==> src/rtl/wb_arb_pkg.sv <==
// Shared types, default widths and the rotating-priority helper used by the
// Wishbone round-robin arbiter and any other fabric arbiter that needs it.
package wb_arb_pkg;

    localparam int DEF_N_INIT         = 2;
    localparam int DEF_ADDR_WIDTH     = 32;
    localparam int DEF_DATA_WIDTH     = 32;
    localparam int DEF_TIMEOUT_CYCLES = 16;
    localparam int MAX_INIT           = 8;

    typedef enum logic {
        ARB_IDLE  = 1'b0,
        ARB_OWNED = 1'b1
    } arb_state_e;

    // The scan starts just after the previous winner, so every requester is
    // served within n grants no matter how the others behave.
    function automatic logic [MAX_INIT-1:0] rr_pick(input logic [MAX_INIT-1:0] req,
                                                    input logic [2:0]          last,
                                                    input int                  n);
        logic [MAX_INIT-1:0] win;
        logic [2:0]          idx;
        win = '0;
        for (int k = 1; k <= MAX_INIT; k++) begin
            idx = 3'((int'(last) + k) % n);
            if (k <= n && win == '0 && req[idx]) begin
                win[idx] = 1'b1;
            end
        end
        return win;
    endfunction

endpackage

==> src/rtl/wb_rr_arbiter_if.sv <==
// Bundle of the initiator-side and target-side Wishbone classic signals.
// The master modport is the surrounding environment, the slave modport is the arbiter.
interface wb_rr_arbiter_if #(
    parameter int N_INIT     = 2,
    parameter int ADDR_WIDTH = 32,
    parameter int DATA_WIDTH = 32
);
    localparam int SEL_WIDTH = DATA_WIDTH / 8;

    logic [N_INIT*ADDR_WIDTH-1:0] i_adr;
    logic [N_INIT*DATA_WIDTH-1:0] i_dat_w;
    logic [N_INIT*SEL_WIDTH-1:0]  i_sel;
    logic [N_INIT-1:0]            i_cyc;
    logic [N_INIT-1:0]            i_stb;
    logic [N_INIT-1:0]            i_we;
    logic [DATA_WIDTH-1:0]        i_dat_r;
    logic [N_INIT-1:0]            i_ack;
    logic [N_INIT-1:0]            i_err;

    logic [ADDR_WIDTH-1:0]        t_adr;
    logic [DATA_WIDTH-1:0]        t_dat_w;
    logic [SEL_WIDTH-1:0]         t_sel;
    logic                         t_cyc;
    logic                         t_stb;
    logic                         t_we;
    logic [DATA_WIDTH-1:0]        t_dat_r;
    logic                         t_ack;
    logic                         t_err;

    // Drives the initiator requests and plays the target's responses.
    modport master (
        output i_adr, i_dat_w, i_sel, i_cyc, i_stb, i_we,
        input  i_dat_r, i_ack, i_err,
        input  t_adr, t_dat_w, t_sel, t_cyc, t_stb, t_we,
        output t_dat_r, t_ack, t_err
    );

    modport slave (
        input  i_adr, i_dat_w, i_sel, i_cyc, i_stb, i_we,
        output i_dat_r, i_ack, i_err,
        output t_adr, t_dat_w, t_sel, t_cyc, t_stb, t_we,
        input  t_dat_r, t_ack, t_err
    );

endinterface

==> src/rtl/wb_rr_pick.sv <==
// Purely combinational rotating-priority selector over N request bits.
// Returns a one-hot winner, or all zeros when nothing is requested.
module wb_rr_pick
    import wb_arb_pkg::*;
#(
    parameter int N = DEF_N_INIT
) (
    input  logic [N-1:0]         req,
    input  logic [$clog2(N)-1:0] last,
    output logic [N-1:0]         grant
);

    logic [MAX_INIT-1:0] win;

    always_comb begin
        win   = rr_pick(MAX_INIT'(req), 3'(last), N);
        grant = win[N-1:0];
    end

endmodule

==> src/rtl/wb_rr_arbiter.sv <==
// Round-robin arbiter sharing one Wishbone classic target between N_INIT initiators.
// Define WB_ARB_TIMEOUT_EN to build the watchdog that ends stalled cycles with err.
module wb_rr_arbiter
    import wb_arb_pkg::*;
#(
    parameter int N_INIT         = DEF_N_INIT,
    parameter int ADDR_WIDTH     = DEF_ADDR_WIDTH,
    parameter int DATA_WIDTH     = DEF_DATA_WIDTH,
    parameter int TIMEOUT_CYCLES = DEF_TIMEOUT_CYCLES
) (
    input  logic              clk,
    input  logic              reset,
    wb_rr_arbiter_if.slave    bus,
    output logic [N_INIT-1:0] gnt,
    output logic              timeout
);

    localparam int SEL_WIDTH = DATA_WIDTH / 8;
    localparam int PW        = $clog2(N_INIT);

    arb_state_e        state;
    logic [PW-1:0]     last;
    logic [PW-1:0]     pick_idx;
    logic [N_INIT-1:0] pick;
    logic              wd_fire;

    wb_rr_pick #(.N(N_INIT)) u_pick (
        .req   (bus.i_cyc),
        .last  (last),
        .grant (pick)
    );

    always_comb begin
        pick_idx = '0;
        for (int k = 0; k < N_INIT; k++) begin
            if (pick[k]) begin
                pick_idx = PW'(k);
            end
        end
    end

    // last always holds the most recent winner, so it doubles as the owner index while OWNED.
    always_ff @(posedge clk) begin
        if (reset) begin
            state <= ARB_IDLE;
            gnt   <= '0;
            last  <= PW'(N_INIT - 1);
        end else begin
            case (state)
                ARB_IDLE: begin
                    if (|bus.i_cyc) begin
                        state <= ARB_OWNED;
                        gnt   <= pick;
                        last  <= pick_idx;
                    end
                end
                ARB_OWNED: begin
                    if (!bus.i_cyc[last]) begin
                        state <= ARB_IDLE;
                        gnt   <= '0;
                    end
                end
            endcase
        end
    end

    always_comb begin
        bus.t_cyc   = 1'b0;
        bus.t_stb   = 1'b0;
        bus.t_we    = 1'b0;
        bus.t_adr   = '0;
        bus.t_dat_w = '0;
        bus.t_sel   = '0;
        bus.i_ack   = '0;
        bus.i_err   = '0;
        bus.i_dat_r = bus.t_dat_r;
        if (state == ARB_OWNED) begin
            bus.t_cyc       = bus.i_cyc[last];
            bus.t_stb       = bus.i_stb[last] & ~wd_fire;
            bus.t_we        = bus.i_we[last];
            bus.t_adr       = bus.i_adr[int'(last)*ADDR_WIDTH +: ADDR_WIDTH];
            bus.t_dat_w     = bus.i_dat_w[int'(last)*DATA_WIDTH +: DATA_WIDTH];
            bus.t_sel       = bus.i_sel[int'(last)*SEL_WIDTH +: SEL_WIDTH];
            bus.i_ack[last] = bus.t_ack;
            bus.i_err[last] = bus.t_err | wd_fire;
        end
    end

`ifdef WB_ARB_TIMEOUT_EN
    localparam int CW = $clog2(TIMEOUT_CYCLES + 1);

    logic [CW-1:0] wd_count;
    logic          wd_stall;

    assign wd_stall = (state == ARB_OWNED) && bus.i_cyc[last] && bus.i_stb[last]
                      && !bus.t_ack && !bus.t_err;

    // A target termination in the limit cycle clears the count, so it always beats the watchdog.
    always_ff @(posedge clk) begin
        if (reset || state != ARB_OWNED || wd_fire) begin
            wd_count <= '0;
            wd_fire  <= 1'b0;
        end else if (wd_stall) begin
            if (wd_count == CW'(TIMEOUT_CYCLES - 1)) begin
                wd_count <= '0;
                wd_fire  <= 1'b1;
            end else begin
                wd_count <= wd_count + 1'b1;
            end
        end else begin
            wd_count <= '0;
        end
    end

    assign timeout = wd_fire;
`else
    assign wd_fire = 1'b0;
    assign timeout = 1'b0;
`endif

endmodule

==> src/flat_wrapper.sv <==
// flat-port wrapper written by rule: the top's interface ports become plain ports
module wb_rr_arbiter_flat import wb_arb_pkg::*;
#(
    parameter int N_INIT         = DEF_N_INIT,
    parameter int ADDR_WIDTH     = DEF_ADDR_WIDTH,
    parameter int DATA_WIDTH     = DEF_DATA_WIDTH,
    parameter int TIMEOUT_CYCLES = DEF_TIMEOUT_CYCLES
)
  (clk, reset, gnt, timeout, bus_i_adr, bus_i_dat_w, bus_i_sel, bus_i_cyc, bus_i_stb, bus_i_we, bus_i_dat_r, bus_i_ack, bus_i_err, bus_t_adr, bus_t_dat_w, bus_t_sel, bus_t_cyc, bus_t_stb, bus_t_we, bus_t_dat_r, bus_t_ack, bus_t_err);
  wb_rr_arbiter_if #(.N_INIT(N_INIT), .ADDR_WIDTH(ADDR_WIDTH), .DATA_WIDTH(DATA_WIDTH)) bus_i ();
  input  logic clk;
  input  logic reset;
  output logic [N_INIT-1:0] gnt;
  output logic timeout;
  input wire logic [$bits(bus_i.i_adr)-1:0] bus_i_adr;
  input wire logic [$bits(bus_i.i_dat_w)-1:0] bus_i_dat_w;
  input wire logic [$bits(bus_i.i_sel)-1:0] bus_i_sel;
  input wire logic [$bits(bus_i.i_cyc)-1:0] bus_i_cyc;
  input wire logic [$bits(bus_i.i_stb)-1:0] bus_i_stb;
  input wire logic [$bits(bus_i.i_we)-1:0] bus_i_we;
  output wire logic [$bits(bus_i.i_dat_r)-1:0] bus_i_dat_r;
  output wire logic [$bits(bus_i.i_ack)-1:0] bus_i_ack;
  output wire logic [$bits(bus_i.i_err)-1:0] bus_i_err;
  output wire logic [$bits(bus_i.t_adr)-1:0] bus_t_adr;
  output wire logic [$bits(bus_i.t_dat_w)-1:0] bus_t_dat_w;
  output wire logic [$bits(bus_i.t_sel)-1:0] bus_t_sel;
  output wire logic [$bits(bus_i.t_cyc)-1:0] bus_t_cyc;
  output wire logic [$bits(bus_i.t_stb)-1:0] bus_t_stb;
  output wire logic [$bits(bus_i.t_we)-1:0] bus_t_we;
  input wire logic [$bits(bus_i.t_dat_r)-1:0] bus_t_dat_r;
  input wire logic [$bits(bus_i.t_ack)-1:0] bus_t_ack;
  input wire logic [$bits(bus_i.t_err)-1:0] bus_t_err;
  assign bus_i.i_adr = bus_i_adr;
  assign bus_i.i_dat_w = bus_i_dat_w;
  assign bus_i.i_sel = bus_i_sel;
  assign bus_i.i_cyc = bus_i_cyc;
  assign bus_i.i_stb = bus_i_stb;
  assign bus_i.i_we = bus_i_we;
  assign bus_i_dat_r = bus_i.i_dat_r;
  assign bus_i_ack = bus_i.i_ack;
  assign bus_i_err = bus_i.i_err;
  assign bus_t_adr = bus_i.t_adr;
  assign bus_t_dat_w = bus_i.t_dat_w;
  assign bus_t_sel = bus_i.t_sel;
  assign bus_t_cyc = bus_i.t_cyc;
  assign bus_t_stb = bus_i.t_stb;
  assign bus_t_we = bus_i.t_we;
  assign bus_i.t_dat_r = bus_t_dat_r;
  assign bus_i.t_ack = bus_t_ack;
  assign bus_i.t_err = bus_t_err;
  wb_rr_arbiter #(.N_INIT(N_INIT), .ADDR_WIDTH(ADDR_WIDTH), .DATA_WIDTH(DATA_WIDTH), .TIMEOUT_CYCLES(TIMEOUT_CYCLES)) u_core (.clk(clk), .reset(reset), .bus(bus_i), .gnt(gnt), .timeout(timeout));
endmodule
==> config.mk <==
export PLATFORM = sky130hd
export DESIGN_NAME = wb_rr_arbiter_flat
export DESIGN_NICKNAME = d
export VERILOG_FILES = /design/src/rtl/wb_arb_pkg.sv /design/src/rtl/wb_rr_arbiter_if.sv /design/src/rtl/wb_rr_pick.sv /design/src/rtl/wb_rr_arbiter.sv /design/src/flat_wrapper.sv
export SDC_FILE = /design/constraint.sdc
export NUM_CORES = 1
export LEC_CHECK = 0
export BUFFER_PORTS_ARGS = -buffer_cell sky130_fd_sc_hd__buf_2
export CAP_MARGIN = 20
export CORE_AREA = 5 5 108 110
export CTS_CLUSTER_DIAMETER = 40
export DETAILED_ROUTE_END_ITERATION = 10
export DIE_AREA = 0 0 113 115
export GPL_ROUTABILITY_DRIVEN = 0
export HOLD_SLACK_MARGIN = 0.15
export PLACE_DENSITY_LB_ADDON = 0.05
export SLEW_MARGIN = 20
export SYNTH_ARGS = -nofsm -noshare
export SYNTH_HDL_FRONTEND = slang
export SYNTH_SLANG_ARGS = --single-unit
==> constraint.sdc <==
create_clock -name clk -period 1.29 [get_ports clk]
set_input_delay 0.129 -clock clk [delete_from_list [all_inputs] [get_ports clk]]
set_output_delay 0.129 -clock clk [all_outputs]
set_load 0.005 [all_outputs]
==> reports/results.ini, run 1 <==
[status]
status = finished, violations left
violations = negative setup slack

[flow_run]
maxCapViolCount = 0

[placed_design]
place_area_um2 = 2800
place_ws_ns = 0.113
dp_hpwl_um = 6280
numPortBuffers = 222

[timing]
fin_skew_ns = 0.00121
min_period_ns = 1.40
hold_ws_ns = 0.258
finalMaxSlewViolations = 0
finalSetupViolations = 74
hold_viol = 0
rsz0062_at_grt = true
worst_slack_ns = -0.112
fin_crit_sh_pct = 109
fmax_ghz = 0.713

[drt]
drt_iter0_markers = 39
avgRoutedWirePerCell_um = 14.3
route.detailed.drc = 0
final_antenna_net_count = 0
vias_per_cell = 3.90
via_count = 2192
drt_pre_antenna_iters = 3
drt_wl_total_um = 8030

[global_route]
grt_pass1_vias = 2182
grt_util_all_layers_pct = 10.6
grt_pass1_wl_um = 11100
grt_max_degree = 43
grt-ovfl-total = 0
antenna_found_initial = 0

[worst_setup_path]
critPathTopFamily = buffers and inverters
path_class = reg2out
cp-start-kind = flop
reg2regPathDepth = 6
path_cells = buf_8 > clkbuf_16 > mux2i_1 > nor2b_1 > buf_2
cp-endpoint = bus_t_adr[31]
crit_buf_inv = 3
rr_endpoint = u_core.state$_SDFF_PP0_
critPathCaptureType = output pin
critPathLaunch = u_core.last$_SDFFE_PP1P_
crit_path_max_incr_delay_ns = 0.38
path_max_fanout = 6
reg2reg_from = u_core.last$_SDFFE_PP1P_
worst_path_max_delay_cell = dfxtp_4
cp.depth = 5
cp.required_ns = 1.16
r2r_slack_ns = -0.02
crit_arrival_ns = 1.27

[power]
leakagePower_uw = 0.00209
total_power_uw = 1560
ir_drop_mv = 0.212
p_per_area_nw_per_um2 = 488

[die]
dieWidth_um = 113
dieArea_um2 = 13000
rows = 38
core_um2 = 10600
start_util_pct = 16.4
io_pins = 288
fp.dieH_um = 115

[logic_synthesis]
synth_top_area_share_pct = 41.4
ys_seq_elements = 4
synth_nets = 399
yosysSeqAreaShare_pct = 4.60
synthDistinctLibCells = 22
synth_area_per_cell_um2 = 7.88
synth_warnings = 0
synthCells = 221
syn_area_um2 = 1740
synth_area_leaders = mux2i_1 (41%), nor2b_1 (26%), buf_4 (18%), dfxtp_1 (4.6%), clkbuf_1 (1.5%)
synth_top_area_cell = mux2i_1

[layout]
areaGrowthSynthToFinish_pct = 83.6
diodes = 0
finish.utilization_pct = 30.2
final_area_um2 = 3200
final_nets = 601
drive_above_1_share_pct = 60.7

[clock_tree]
path_clk_slew_ns = 0.03
clock-root-buffer = clkbuf_8
cts_tree = yes
clk_latency_ns = 0.22
cts-buffers-inserted = 3
htreeDepth = 1
clockBufferDepth = 2
cts_sinks = 4

[worst_hold_path]
hold_path_class = in2out

Yosys cell counts (all sizes together):
cell,instances
buf,43
nand3,1
nor2b,72
conb,1
and3,4
inv,1
and3b,3
clkbuf,8
a21oi,2
a22o,1
a211oi,1
o22ai,1
dfxtp,4
o21ai,2
or2,1
nand2b,1
mux2i,72
nor2,3
layout by cell type, fill, tap and decap left out, types with 2 or more instances in the layout:
cell type	Yosys	layout
buf_2	1	222
nor2b_1	72	72
mux2i_1	72	69
buf_4	41	6
buf_16	0	5
buf_12	0	5
and3_1	4	4
clkbuf_16	0	4
buf_6	1	4
and3b_1	3	3
nor2_1	3	3
clkbuf_8	0	3
mux2i_2	0	2
a21oi_1	2	2
dfxtp_1	4	2
dfxtp_4	0	2
repair_timing:
item	in CTS	in global routing
gates cloned	5	4
endpoints found under the hold margin	3	0
hold buffers	1	0
setup buffers	8	1
resized for setup	12	4
pin swaps	0	1
endpoints found under the setup margin	75	74
registers in the layout, indices dropped and copies added, names as in the netlist:
register      cells
u_core.last       1
u_core.state      1
u_core.gnt        2
cell families after synthesis:
family          after synthesis  synth area share (%)
flops                         4                  4.60
other cells                   1                 0.215
simple gates                 85                  30.5
mux                          72                  41.4
compound gates                7                  2.73
buf+inv                      52                  20.6
per-stage QoR:
step           std cells  setup TNS, ns
6_report             562          -5.67
5_1_grt              562         -10.46
4_1_cts              557          -6.04
3_5_place_dp         540              0
3_3_place_gp         540              0
2_1_floorplan        221              0
how the worst min path moves through the flow:
stage	from	endpoint	slack (ns)	depth (start not counted)
after floorplan	reset	u_core.state$_SDFF_PP0_	0.19	1
after global placement	bus_t_dat_r[11]	bus_i_dat_r[11]	0.26	0
after detailed placement	bus_t_dat_r[11]	bus_i_dat_r[11]	0.26	0
after CTS	bus_t_dat_r[11]	bus_i_dat_r[11]	0.26	0
after global routing	bus_t_dat_r[24]	bus_i_dat_r[24]	0.26	0
final	bus_t_dat_r[0]	bus_i_dat_r[0]	0.26	0
worst register-to-register path: stages (launching register included):
cell,delay (ns)
dfxtp_4,0.36
buf_6,0.14
buf_12,0.13
mux2i_4,0.18
buf_4,0.13
buf_4,0.12
a211oi_2,0.16
area by class of cell:
cell class | count | area [um2]
multi-input cells | 165 | 1320
fillers | 1162 | 7400
inverters | 1 | 3.75
well taps | 140 | 175
flip-flops and latches | 4 | 87.6
clock buffers | 4 | 45.0
repair buffers | 248 | 1560
layer usage:
layer  global-route usage (%)  vias to the layer above  part of all wire, %
met3                     2.58                       20                  8.6
met5                        0                        -                    0
met2                     22.2                      102                   56
met4                     2.96                        0                  1.8
met1                     10.2                      958                   34
li1                         -                     1112                    -
power by group:
part	internal (uW)	switching (uW)
registers	135	17.1
logic	694	433
clock network	212	71.0
total	1040	522
Note: power is estimated with default switching activity, not from simulation.
==> inputs of run 2 (changes only) <==
--- a/config.mk
+++ b/config.mk
@@ -7,10 +7,10 @@
 export LEC_CHECK = 0
 export BUFFER_PORTS_ARGS = -buffer_cell sky130_fd_sc_hd__buf_2
 export CAP_MARGIN = 20
-export CORE_AREA = 5 5 108 110
+export CORE_AREA = 5 5 109 111
 export CTS_CLUSTER_DIAMETER = 40
 export DETAILED_ROUTE_END_ITERATION = 10
-export DIE_AREA = 0 0 113 115
+export DIE_AREA = 0 0 114 116
 export GPL_ROUTABILITY_DRIVEN = 0
 export HOLD_SLACK_MARGIN = 0.15
 export PLACE_DENSITY_LB_ADDON = 0.05
==> run 2 against run 1 <==
Against the previous run: the run still ends with negative setup slack left; largest power group unchanged; setup slack lost 0.018 ns; clock power about the same; cell count down 0.89%; fmax shrank 1.2%; design area decreased by 1.7%; critical path type unchanged; count of clock-buffer cells in the layout stayed put; wire length shrank 4.1%; clock skew rose by 0.00066 ns; die area increased by 1.8%; sequential cell count unchanged; via count decreased by 0.96%.
==> reports/results.ini, run 2 (synthesized netlist as in run 1, its figures left out) <==
[status]
status = finished, violations left
violations = negative setup slack

[layout]
drive_above_1_share_pct = 60.9  ; +0.25 points
final_area_um2 = 3140  ; -1.7%
largest_reg_flops = 2  ; unchanged
layout.cells.non_filler = 557  ; -0.89%
areaGrowthSynthToFinish_pct = 80.5
final_nets = 596  ; -0.83%
diodes = 0  ; unchanged
nFillCells = 1159  ; -0.26%
regMostFlops = u_core.gnt
layout_commonest_cell = buf_2
final_cell_mix = buf_2 (222), nor2b_1 (72), mux2i_1 (66), buf_12 (9), and3_1 (4)
finish.utilization_pct = 29.4  ; -0.78 points
top_regs = u_core.gnt (2), u_core.last (1), u_core.state (1)

[die]
dieWidth_um = 114  ; +0.88%
rows = 38  ; unchanged
dieArea_um2 = 13200  ; +1.8%
start_util_pct = 16.3  ; -0.15 points
core_um2 = 10700  ; +0.90%
fp.dieH_um = 116  ; +0.87%
io_pins = 288  ; unchanged

[global_route]
grt_pass1_vias = 2158  ; -1.1%
grt_util_met3_pct = 2.87  ; +0.29 points
grt-ovfl-total = 0  ; unchanged
use_met2_pct = 21.3  ; -0.88 points
grt_pass1_wl_um = 10800  ; -3.1%
grt_max_degree = 41  ; -4.7%
antenna_found_initial = 0  ; unchanged
gr-usage-met1_pct = 9.15  ; -1.1 points
grt_busiest_layer = met2
grt_util_all_layers_pct = 10.1  ; -0.55 points

[worst_hold_path]
worstHoldStart = bus_t_dat_r[10]
hold_path_class = in2out
whs_endpoint = bus_i_dat_r[10]
holdPathStages = 0  ; unchanged

[clock_tree]
cts-buffers-inserted = 3  ; unchanged
htreeDepth = 1  ; unchanged
clock-root-buffer = clkbuf_8
clockBufferDepth = 2  ; unchanged
clk_latency_ns = 0.22  ; about the same
cts_sinks = 4  ; unchanged
cts_tree = yes
path_clk_slew_ns = 0.03  ; about the same

[timing]
finalSetupViolations = 73  ; -1.4%
fmax_ghz = 0.705  ; -1.2%
worst_slack_ns = -0.129  ; -0.0176 ns
hold_viol = 0  ; unchanged
fin_skew_ns = 0.00188  ; +0.000664 ns
fin_crit_sh_pct = 110  ; +1.4 points
finalMaxSlewViolations = 0  ; unchanged
min_period_ns = 1.42  ; +0.0176 ns
rsz0062_at_grt = true
tns_ns = -4.90  ; +0.767 ns

[worst_setup_path]
path_max_fanout = 7  ; +1
critPathCaptureType = output pin
worst_path_max_delay_cell = dfxtp_4
cpMostUsedCell = buf_12
reg2reg_from = u_core.last$_SDFFE_PP1P_
cp.required_ns = 1.16  ; about the same
reg2regPathDepth = 6  ; unchanged
crit_path_max_incr_delay_ns = 0.37  ; about the same
path_cells = buf_12 > buf_12 > mux2i_4 > nor2b_1 > buf_2
path_class = reg2out
rr_endpoint = u_core.gnt[0]$_SDFFE_PP0P_
cp-start-kind = flop
crit_arrival_ns = 1.29  ; +0.02 ns
r2r_slack_ns = 0.08  ; +0.10 ns

[drt]
drt_iter0_markers = 34  ; -13%
route.detailed.drc = 0  ; unchanged
final_antenna_net_count = 0  ; unchanged
via_count = 2171  ; -0.96%
vias_per_cell = 3.90  ; about the same
drt_wl_total_um = 7700  ; -4.1%
avgRoutedWirePerCell_um = 13.8  ; -3.3%
drt_pre_antenna_iters = 4  ; +1

[placed_design]
place_area_um2 = 2820  ; +0.71%
place_ws_ns = 0.0469  ; -0.0664 ns
dp_hpwl_um = 6290  ; +0.15%
numPortBuffers = 222  ; unchanged
dp.cells = 541  ; +0.19%

[power]
leakagePower_uw = 0.00203  ; -2.6%
p_per_area_nw_per_um2 = 487  ; -0.30%
power_switching_uw = 514  ; -1.5%
pwr-share-seq_pct = 9.8  ; about the same
clock_power_share_pct = 18.3  ; +0.2 points
p_int_uw = 1020  ; -2.3%
p_comb_share_pct = 71.9  ; -0.3 points
swShare_pct = 33.6  ; +0.19 points
ir_drop_mv = 0.203  ; -4.1%

[flow_run]
maxCapViolCount = 0  ; unchanged

-- run 2: stage by stage --
stage	hold WS, ns	power (uW)
finish	0.258	1530
global route	0.258	1660
CTS	0.258	1560
detailed placement	0.258	1120
global placement	0.258	1120
floorplan	0.194	711
-- run 2: power by group through the flow --
stage          combinational [uW]  sequential, uW  clock [uW]
5_1_grt                      1210             152         294
3_3_place_gp                  957             161           0
2_1_floorplan                 569             141           0
6_report                     1100             150         280
3_5_place_dp                  956             161           0
4_1_cts                      1120             151         289
-- run 2: how the worst max path moves through the flow --
stage                              from                    endpoint  depth (start not counted)  slack (ns)
2_1_floorplan  u_core.last$_SDFFE_PP1P_  u_core.gnt[0]$_SDFFE_PP0P_                          5        0.26
3_3_place_gp   u_core.last$_SDFFE_PP1P_              bus_t_dat_w[2]                          4        0.05
3_5_place_dp   u_core.last$_SDFFE_PP1P_              bus_t_dat_w[3]                          4        0.05
4_1_cts        u_core.last$_SDFFE_PP1P_              bus_t_dat_w[8]                          6       -0.15
5_1_grt        u_core.last$_SDFFE_PP1P_               bus_t_adr[29]                          5       -0.19
6_report       u_core.last$_SDFFE_PP1P_              bus_t_dat_w[2]                          5       -0.13
-- run 2: timing repair --
item                                    in CTS  in global routing
buffers inserted                             6                  1
endpoints found under the setup margin      75                 77
resized for setup                           15                  5
hold buffers                                 1                  0
endpoints found under the hold margin        3                  0
gates cloned                                 4                  1
-- run 2: cell type report --
| class | instances | area (um2) | share of cell area, % |
|---|---|---|---|
| clock buffer | 4 | 45.0 | 1.43 |
| inverter | 1 | 3.75 | 0.119 |
| multi-input combinational | 165 | 1350 | 43.0 |
| sequential | 4 | 87.6 | 2.79 |
| tap | 140 | 175 | 5.57 |
| timing repair buffer | 243 | 1480 | 47.1 |
-- run 2: layer usage --
metal | vias to the layer above | wire length [um]
met5 | - | 0
met4 | 0 | 157
met3 | 24 | 893
met2 | 114 | 4350
met1 | 937 | 2300
li1 | 1096 | -
-- run 2: critical path: cells and delay by family (launching register included) --
family / cells / cell delay, ns
buf+inv: 3 / 0.39
simple gates: 1 / 0.06
mux: 1 / 0.25
flops: 1 / 0.37
